===== src/rtl/mtc_thread_scheduler_pkg.sv =====
// Shared types and constants for the MTC thread scheduler: thread FSM states,
// process-channel field width and the "no thread" sentinel helper.
package mtc_thread_scheduler_pkg;

   typedef enum logic {
      THR_IDLE = 1'b0,
      THR_BUSY = 1'b1
   } thrState_t;

   localparam int PL2MTC_PROCESS_CH_LEN = 3;

   // The builder treats a process channel equal to the thread count as "no thread".
   function automatic logic [PL2MTC_PROCESS_CH_LEN-1:0] noThread(input int numThreads);
      return PL2MTC_PROCESS_CH_LEN'(numThreads);
   endfunction

endpackage


===== src/rtl/mtc_thread_slot.sv =====
// One ptcalc thread slot: IDLE/BUSY occupancy FSM plus optional watchdog
// (watchdog present only when MTC_SCHED_TIMEOUT_EN is defined).
module mtc_thread_slot
   import mtc_thread_scheduler_pkg::*;
#(
   parameter int TIMEOUT_CYCLES = 255
) (
   input  logic clock,
   input  logic rst,
   input  logic i_grant,
   input  logic i_done,
`ifdef MTC_SCHED_TIMEOUT_EN
   output logic o_timeout,
`endif
   output logic o_busy
);

   thrState_t r_state;
   thrState_t w_stateNext;

`ifdef MTC_SCHED_TIMEOUT_EN
   localparam int WD_W = (TIMEOUT_CYCLES > 1) ? $clog2(TIMEOUT_CYCLES + 1) : 1;

   logic [WD_W-1:0] r_wdog;
   logic            w_expired;

   assign w_expired = (r_state == THR_BUSY) && (r_wdog == WD_W'(TIMEOUT_CYCLES));

   always_ff @(posedge clock or posedge rst) begin
      if (rst) begin
         r_wdog <= '0;
      end else if (i_grant) begin
         r_wdog <= '0;
      end else if ((r_state == THR_BUSY) && !w_expired) begin
         r_wdog <= r_wdog + 1'b1;
      end
   end
`endif

   always_ff @(posedge clock or posedge rst) begin
      if (rst) begin
         r_state <= THR_IDLE;
      end else begin
         r_state <= w_stateNext;
      end
   end

   // A done pulse takes priority over watchdog expiry so a late-but-valid
   // completion is never counted as a timeout.
   always_comb begin
      w_stateNext = r_state;
`ifdef MTC_SCHED_TIMEOUT_EN
      o_timeout   = 1'b0;
`endif
      case (r_state)
         THR_IDLE: begin
            if (i_grant) begin
               w_stateNext = THR_BUSY;
            end
         end
         THR_BUSY: begin
            if (i_done) begin
               w_stateNext = THR_IDLE;
`ifdef MTC_SCHED_TIMEOUT_EN
            end else if (w_expired) begin
               w_stateNext = THR_IDLE;
               o_timeout   = 1'b1;
`endif
            end
         end
         default: w_stateNext = THR_IDLE;
      endcase
   end

   assign o_busy = (r_state == THR_BUSY);

endmodule


===== src/rtl/mtc_thread_scheduler.sv =====
// Round-robin allocation of ptcalc threads to SL candidates, with drop and
// (optional, MTC_SCHED_TIMEOUT_EN) watchdog-timeout statistics.
module mtc_thread_scheduler
   import mtc_thread_scheduler_pkg::*;
#(
   parameter int c_NUM_THREADS  = 3,
   parameter int c_MAX_NUM_SL   = 3,
   parameter int TIMEOUT_CYCLES = 255,
   parameter int CNT_WIDTH      = 16
) (
   input  logic                                                   clock,
   input  logic                                                   rst,
   input  logic [c_MAX_NUM_SL-1:0]                                slc_valid,
   input  logic [c_NUM_THREADS-1:0]                               thread_done,
   output logic [c_MAX_NUM_SL-1:0][PL2MTC_PROCESS_CH_LEN-1:0]     process_ch,
   output logic [c_MAX_NUM_SL-1:0]                                process_ch_valid,
   output logic [c_NUM_THREADS-1:0]                               thread_start,
   output logic [c_NUM_THREADS-1:0]                               thread_busy,
   output logic [CNT_WIDTH-1:0]                                   drop_cnt,
   output logic [CNT_WIDTH-1:0]                                   timeout_cnt
);

   localparam int RR_W   = (c_MAX_NUM_SL > 1) ? $clog2(c_MAX_NUM_SL) : 1;
   localparam int DROP_W = $clog2(c_MAX_NUM_SL + 1);
   localparam logic [PL2MTC_PROCESS_CH_LEN-1:0] c_NO_THREAD = noThread(c_NUM_THREADS);

   logic [RR_W-1:0]                                        r_rrPtr;
   logic [c_MAX_NUM_SL-1:0][PL2MTC_PROCESS_CH_LEN-1:0]     r_processCh;
   logic [c_MAX_NUM_SL-1:0]                                r_processChValid;
   logic [c_NUM_THREADS-1:0]                               r_threadStart;
   logic [CNT_WIDTH-1:0]                                   r_dropCnt;

   logic [c_NUM_THREADS-1:0]                               w_busy;
   logic [c_NUM_THREADS-1:0]                               w_free;
   logic [c_NUM_THREADS-1:0]                               w_grant;
   logic [c_MAX_NUM_SL-1:0][PL2MTC_PROCESS_CH_LEN-1:0]     w_chNext;
   logic [DROP_W-1:0]                                      w_drops;
   logic [RR_W:0]                                          w_sum;
   logic [RR_W-1:0]                                        w_idx;
   logic                                                   w_found;
   logic [CNT_WIDTH:0]                                     w_dropSum;

`ifdef MTC_SCHED_TIMEOUT_EN
   logic [c_NUM_THREADS-1:0] w_timeout;
`endif

   for (genvar t = 0; t < c_NUM_THREADS; t++) begin : g_slot
      mtc_thread_slot #(
         .TIMEOUT_CYCLES(TIMEOUT_CYCLES)
      ) u_slot (
         .clock    (clock),
         .rst      (rst),
         .i_grant  (w_grant[t]),
         .i_done   (thread_done[t]),
`ifdef MTC_SCHED_TIMEOUT_EN
         .o_timeout(w_timeout[t]),
`endif
         .o_busy   (w_busy[t])
      );
   end

   // Grant pass: visit inputs from the round-robin pointer; each valid input
   // claims the lowest free thread. A thread freed this cycle still reads busy,
   // so it cannot be reused until the following cycle.
   always_comb begin
      w_grant  = '0;
      w_chNext = '0;
      w_drops  = '0;
      w_free   = ~w_busy;
      w_sum    = '0;
      w_idx    = '0;
      w_found  = 1'b0;
      for (int k = 0; k < c_MAX_NUM_SL; k++) begin
         w_sum = {1'b0, r_rrPtr} + (RR_W+1)'(k);
         if (w_sum >= (RR_W+1)'(c_MAX_NUM_SL)) begin
            w_sum = w_sum - (RR_W+1)'(c_MAX_NUM_SL);
         end
         w_idx   = w_sum[RR_W-1:0];
         w_found = 1'b0;
         if (slc_valid[w_idx]) begin
            for (int t = 0; t < c_NUM_THREADS; t++) begin
               if (!w_found && w_free[t]) begin
                  w_found         = 1'b1;
                  w_free[t]       = 1'b0;
                  w_grant[t]      = 1'b1;
                  w_chNext[w_idx] = PL2MTC_PROCESS_CH_LEN'(t);
               end
            end
            if (!w_found) begin
               w_chNext[w_idx] = c_NO_THREAD;
               w_drops         = w_drops + DROP_W'(1);
            end
         end
      end
   end

   assign w_dropSum = {1'b0, r_dropCnt} + (CNT_WIDTH+1)'(w_drops);

   // Registered grant results, round-robin pointer and saturating drop counter.
   always_ff @(posedge clock or posedge rst) begin
      if (rst) begin
         r_rrPtr          <= '0;
         r_processCh      <= '0;
         r_processChValid <= '0;
         r_threadStart    <= '0;
         r_dropCnt        <= '0;
      end else begin
         r_processCh      <= w_chNext;
         r_processChValid <= slc_valid;
         r_threadStart    <= w_grant;
         r_dropCnt        <= w_dropSum[CNT_WIDTH] ? '1 : w_dropSum[CNT_WIDTH-1:0];
         if (|slc_valid) begin
            r_rrPtr <= (r_rrPtr == RR_W'(c_MAX_NUM_SL - 1)) ? '0 : r_rrPtr + 1'b1;
         end
      end
   end

`ifdef MTC_SCHED_TIMEOUT_EN
   localparam int TO_W = $clog2(c_NUM_THREADS + 1);

   logic [CNT_WIDTH-1:0] r_timeoutCnt;
   logic [TO_W-1:0]      w_toCount;
   logic [CNT_WIDTH:0]   w_toSum;

   always_comb begin
      w_toCount = '0;
      for (int t = 0; t < c_NUM_THREADS; t++) begin
         w_toCount = w_toCount + TO_W'(w_timeout[t]);
      end
   end

   assign w_toSum = {1'b0, r_timeoutCnt} + (CNT_WIDTH+1)'(w_toCount);

   always_ff @(posedge clock or posedge rst) begin
      if (rst) begin
         r_timeoutCnt <= '0;
      end else begin
         r_timeoutCnt <= w_toSum[CNT_WIDTH] ? '1 : w_toSum[CNT_WIDTH-1:0];
      end
   end

   assign timeout_cnt = r_timeoutCnt;
`else
   assign timeout_cnt = '0;
`endif

   assign process_ch       = r_processCh;
   assign process_ch_valid = r_processChValid;
   assign thread_start     = r_threadStart;
   assign thread_busy      = w_busy;
   assign drop_cnt         = r_dropCnt;

endmodule


===== config.mk =====
export PLATFORM = sky130hd
export DESIGN_NAME = mtc_thread_scheduler
export DESIGN_NICKNAME = d
export VERILOG_FILES = /design/src/rtl/mtc_thread_scheduler_pkg.sv /design/src/rtl/mtc_thread_slot.sv /design/src/rtl/mtc_thread_scheduler.sv
export SDC_FILE = /design/constraint.sdc
export NUM_CORES = 1
export LEC_CHECK = 0
export CAP_MARGIN = 30
export CORE_UTILIZATION = 43
export DETAILED_ROUTE_END_ITERATION = 6
export PLACE_DENSITY = 0.78
export SYNTH_ARGS = -nofsm -noshare
export SYNTH_HDL_FRONTEND = slang
export SYNTH_SLANG_ARGS = --single-unit

===== constraint.sdc =====
create_clock -name clock -period 7.7 [get_ports clock]
set_clock_uncertainty 0.15 [all_clocks]
set_input_delay 0.77 -clock clock [delete_from_list [all_inputs] [get_ports clock]]
set_output_delay 0.77 -clock clock [all_outputs]
set_load 0.01 [all_outputs]

==> impl_metrics.yaml <==
worst_setup_path:
  worstSetupPathType: "register to register"
  critPathArrivalTime_ps: 4710
  cp_max_fo: 20
  critical_path_required_ps: 7730
  endpoint_kind: "register"
  crit_path_start_kind: "register"
die:
  die_w_um: 74.01
  io_pins: 58
  chipHeight_um: 74.01
  start_util_pct: 45.99
  placementRows: 25
  die_area_mm2: 0.005477
  core_area_mm2: 0.004848
detailed_routing:
  vias: 1800
  routed_wl_um: 4520
  via_per_inst: 5.310
  drtPass1Iterations: 6
  drtIter0Drc: 68
  drc_errors: 0
  wl_per_cell_um: 13.33
  antenna_left: 0
synthesis:
  ys_seq_elements: 33
  syn-cell-area_mm2: 0.002230
  yosys_warnings: 0
  yosysUniqueCellTypes: 51
  ys_seq_area_share_pct: 37.04
  synthFlopType: "dfrtp_1"
  postSynthAreaPerCell_um2: 9.252
  synthCells: 241
  async_flop_share_pct: 100.0
  synth_edf_count: 0
timing:
  setup_tns_ps: 0
  hold_viol_final: 0
  setup_viol: 0
  maxSlewViolCount: 0
  tightest_slew_ps: 623.2
  grt_setup_unrepaired: "false"
  clock.fmax_ghz: 0.2134
  relSlewSlack_pct: 58.45
  finalCritPeriodShare_pct: 60.85
  layout_min_cycle_time_ps: 4686
cts:
  cts_sinks: 33
  numCtsBuffers: 5
  post_cts_buffers: 0
  cts-hold-fix-buffers: 0
  tritoncts: "done"
  h-tree-depth: 2
  clk_pin_slew_ps: 70
  cts_resized: 0
  cts-root-buf: "clkbuf_8"
  cts_buffer_depth: 2
  clk_latency_ps: 290
power_and_ir_drop:
  powerDensity_mw_per_mm2: 423.7
  peakVddDrop_uv: 292.8
  p_leak_nw: 1.178
placed_design:
  gp_congestion: 0.8155
  numPortBuffers: 38
  dp_hpwl_um: 3246
min_path:
  hold_class: "register to register"
global_route:
  grt_max_degree: 34
  grt_pass1_vias: 1697
  grt_overflow: 0
  grt_antenna_before_repair: 0
  grt_pass1_wl_um: 7590
  grt_usage_pct: 18.23
final_layout:
  antenna_cells: 0
  layout-drive-gt1-share_pct: 6.618
  fillers: 455
  final_util_pct: 54.35
  nets: 288
  area_growth_pct: 18.18
job:
  drv_cap: 0
run_status:
  status: "finished clean"
## final timing paths
path | end | startpoint | depth (start not counted) | slack, ps
max | drop_cnt[15] | r_rrPtr[1] | 19 | 3010
min | drop_cnt[8] | drop_cnt[8] | 2 | 400
max reg2reg | drop_cnt[15] | r_rrPtr[1] | 19 | 3010
min reg2reg | drop_cnt[8] | drop_cnt[8] | 2 | 400
max in group asynchronous | thread_start[2] | rst | 3 | 6390
min in group asynchronous | drop_cnt[2] | rst | 3 | 710
## sequential cells by signal, indices dropped and copies added (netlist names)
name,count
drop_cnt,16
process_ch_valid,3
g_slot.u_slot.o_busy,3
r_rrPtr,2
thread_start,3
process_ch,6
## through the flow
stage                     worst slack (ps)  instances  area, um^2  hold slack [ps]  power (W)
after floorplan                       3495        259        2297            382.9  0.0008061
after global placement                2798        331        2519            376.1  0.0009288
final                                 3014        339        2635            402.6   0.001117
after global routing                  2509        339        2635            419.3   0.001212
after detailed placement              2733        331        2519            388.9  0.0009455
after CTS                             3007        339        2635            405.0   0.001122
## worst max-delay path, cell delays in order (launching register included)
cell and delay [ps]:
dfrtp_1 410, inv_1 110, ha_1 420, mux2i_1 290, o22ai_1 110, buf_4 220, o21ai_0 150, o21ai_0 110
a22o_1 200, ha_1 320, and4_1 180, a32oi_1 150, nand2_1 120, ha_1 290, a21oi_1 70, nor3_1 420
nand2_1 150, nor3_1 270, nand3_1 130, mux2_1 320
## cell usage in the layout, fill, tap and decap left out, drive strengths merged, types with 2 or more instances in the layout
cell type / instances
a21oi: 7
a22oi: 2
a31oi: 8
a32oi: 3
and3: 5
and4: 2
buf: 3
clkbuf: 7
clkdlybuf4s50: 38
conb: 19
dfrtp: 33
ha: 8
inv: 10
maj3: 5
mux2: 3
mux2i: 8
nand2: 23
nand2b: 2
nand3: 12
nand4: 3
nor2: 13
nor2b: 3
nor3: 8
nor3b: 2
o21a: 2
o21ai: 10
o22ai: 4
o31ai: 2
xnor2: 7
xor2: 6
## cells by family (layout without fill, tap and decap cells)
| logic type | Yosys count | in the layout | synth area share (%) |
|---|---|---|---|
| simple gates | 74 | 74 | 16.05 |
| compound gates | 48 | 48 | 15.04 |
| buf+inv | 47 | 60 | 13.75 |
| flops | 33 | 33 | 37.04 |
| fa+ha+maj | 14 | 14 | 7.744 |
| xor+xnor | 13 | 13 | 5.107 |
| mux | 11 | 11 | 5.107 |
| other cells | 1 | 19 | 0.1682 |
## per-layer routing
layer | part of all wire, % | GRT usage [%] | wire, um
met5 | 0 | 0 | 0
met4 | 0.91 | 4.274 | 41
met3 | 4.9 | 5.420 | 221
met2 | 50 | 31.21 | 2249
met1 | 44 | 22.63 | 2008
## report_power, final
part | switching, W | internal [W] | leakage, nW
clock | 0.0000638 | 0.000105 | 0.0585
combinational | 0.000349 | 0.000296 | 0.698
sequential | 0.0000743 | 0.000228 | 0.422
total | 0.000487 | 0.000630 | 1.18
## area by class of cell
class / instances / area [um^2] / area share, %
Timing Repair Buffer: 41 / 402.9 / 15.29
Inverter: 11 / 41.29 / 1.567
Clock inverter: 1 / 30.03 / 1.140
Multi-Input combinational cell: 179 / 1165 / 44.21
Clock buffer: 7 / 86.33 / 3.276
Tap cell: 67 / 83.83 / 3.181
Sequential cell: 33 / 825.8 / 31.34
## Yosys cell counts, types with 2 or more instances
cell	instances	area, um^2
nand2_1	23	86.33
inv_1	10	37.54
a21oi_1	7	35.03
nor2b_1	3	18.77
maj3_2	2	22.52
o21ai_1	2	10.01
ha_1	8	100.1
nor3_1	8	40.04
o21ai_0	7	35.03
xnor2_1	7	61.31
mux2_2	2	22.52
buf_4	25	187.7
a22oi_1	2	15.01
o31ai_1	2	15.01
clkbuf_1	6	22.52
nand4_1	3	18.77
o21a_1	2	15.01
nor3b_1	2	15.01
and3_1	5	31.28
a32oi_1	3	26.28
nand3_1	12	60.06
nand2b_1	2	12.51
dfrtp_1	33	825.8
nor2_1	13	48.80
buf_6	2	22.52
xor2_1	6	52.55
o22ai_1	3	18.77
mux2i_1	8	80.08
a31oi_1	8	50.05
and4_1	2	17.52
maj3_1	3	30.03
No activity file was read; power rests on OpenSTA's default activity.
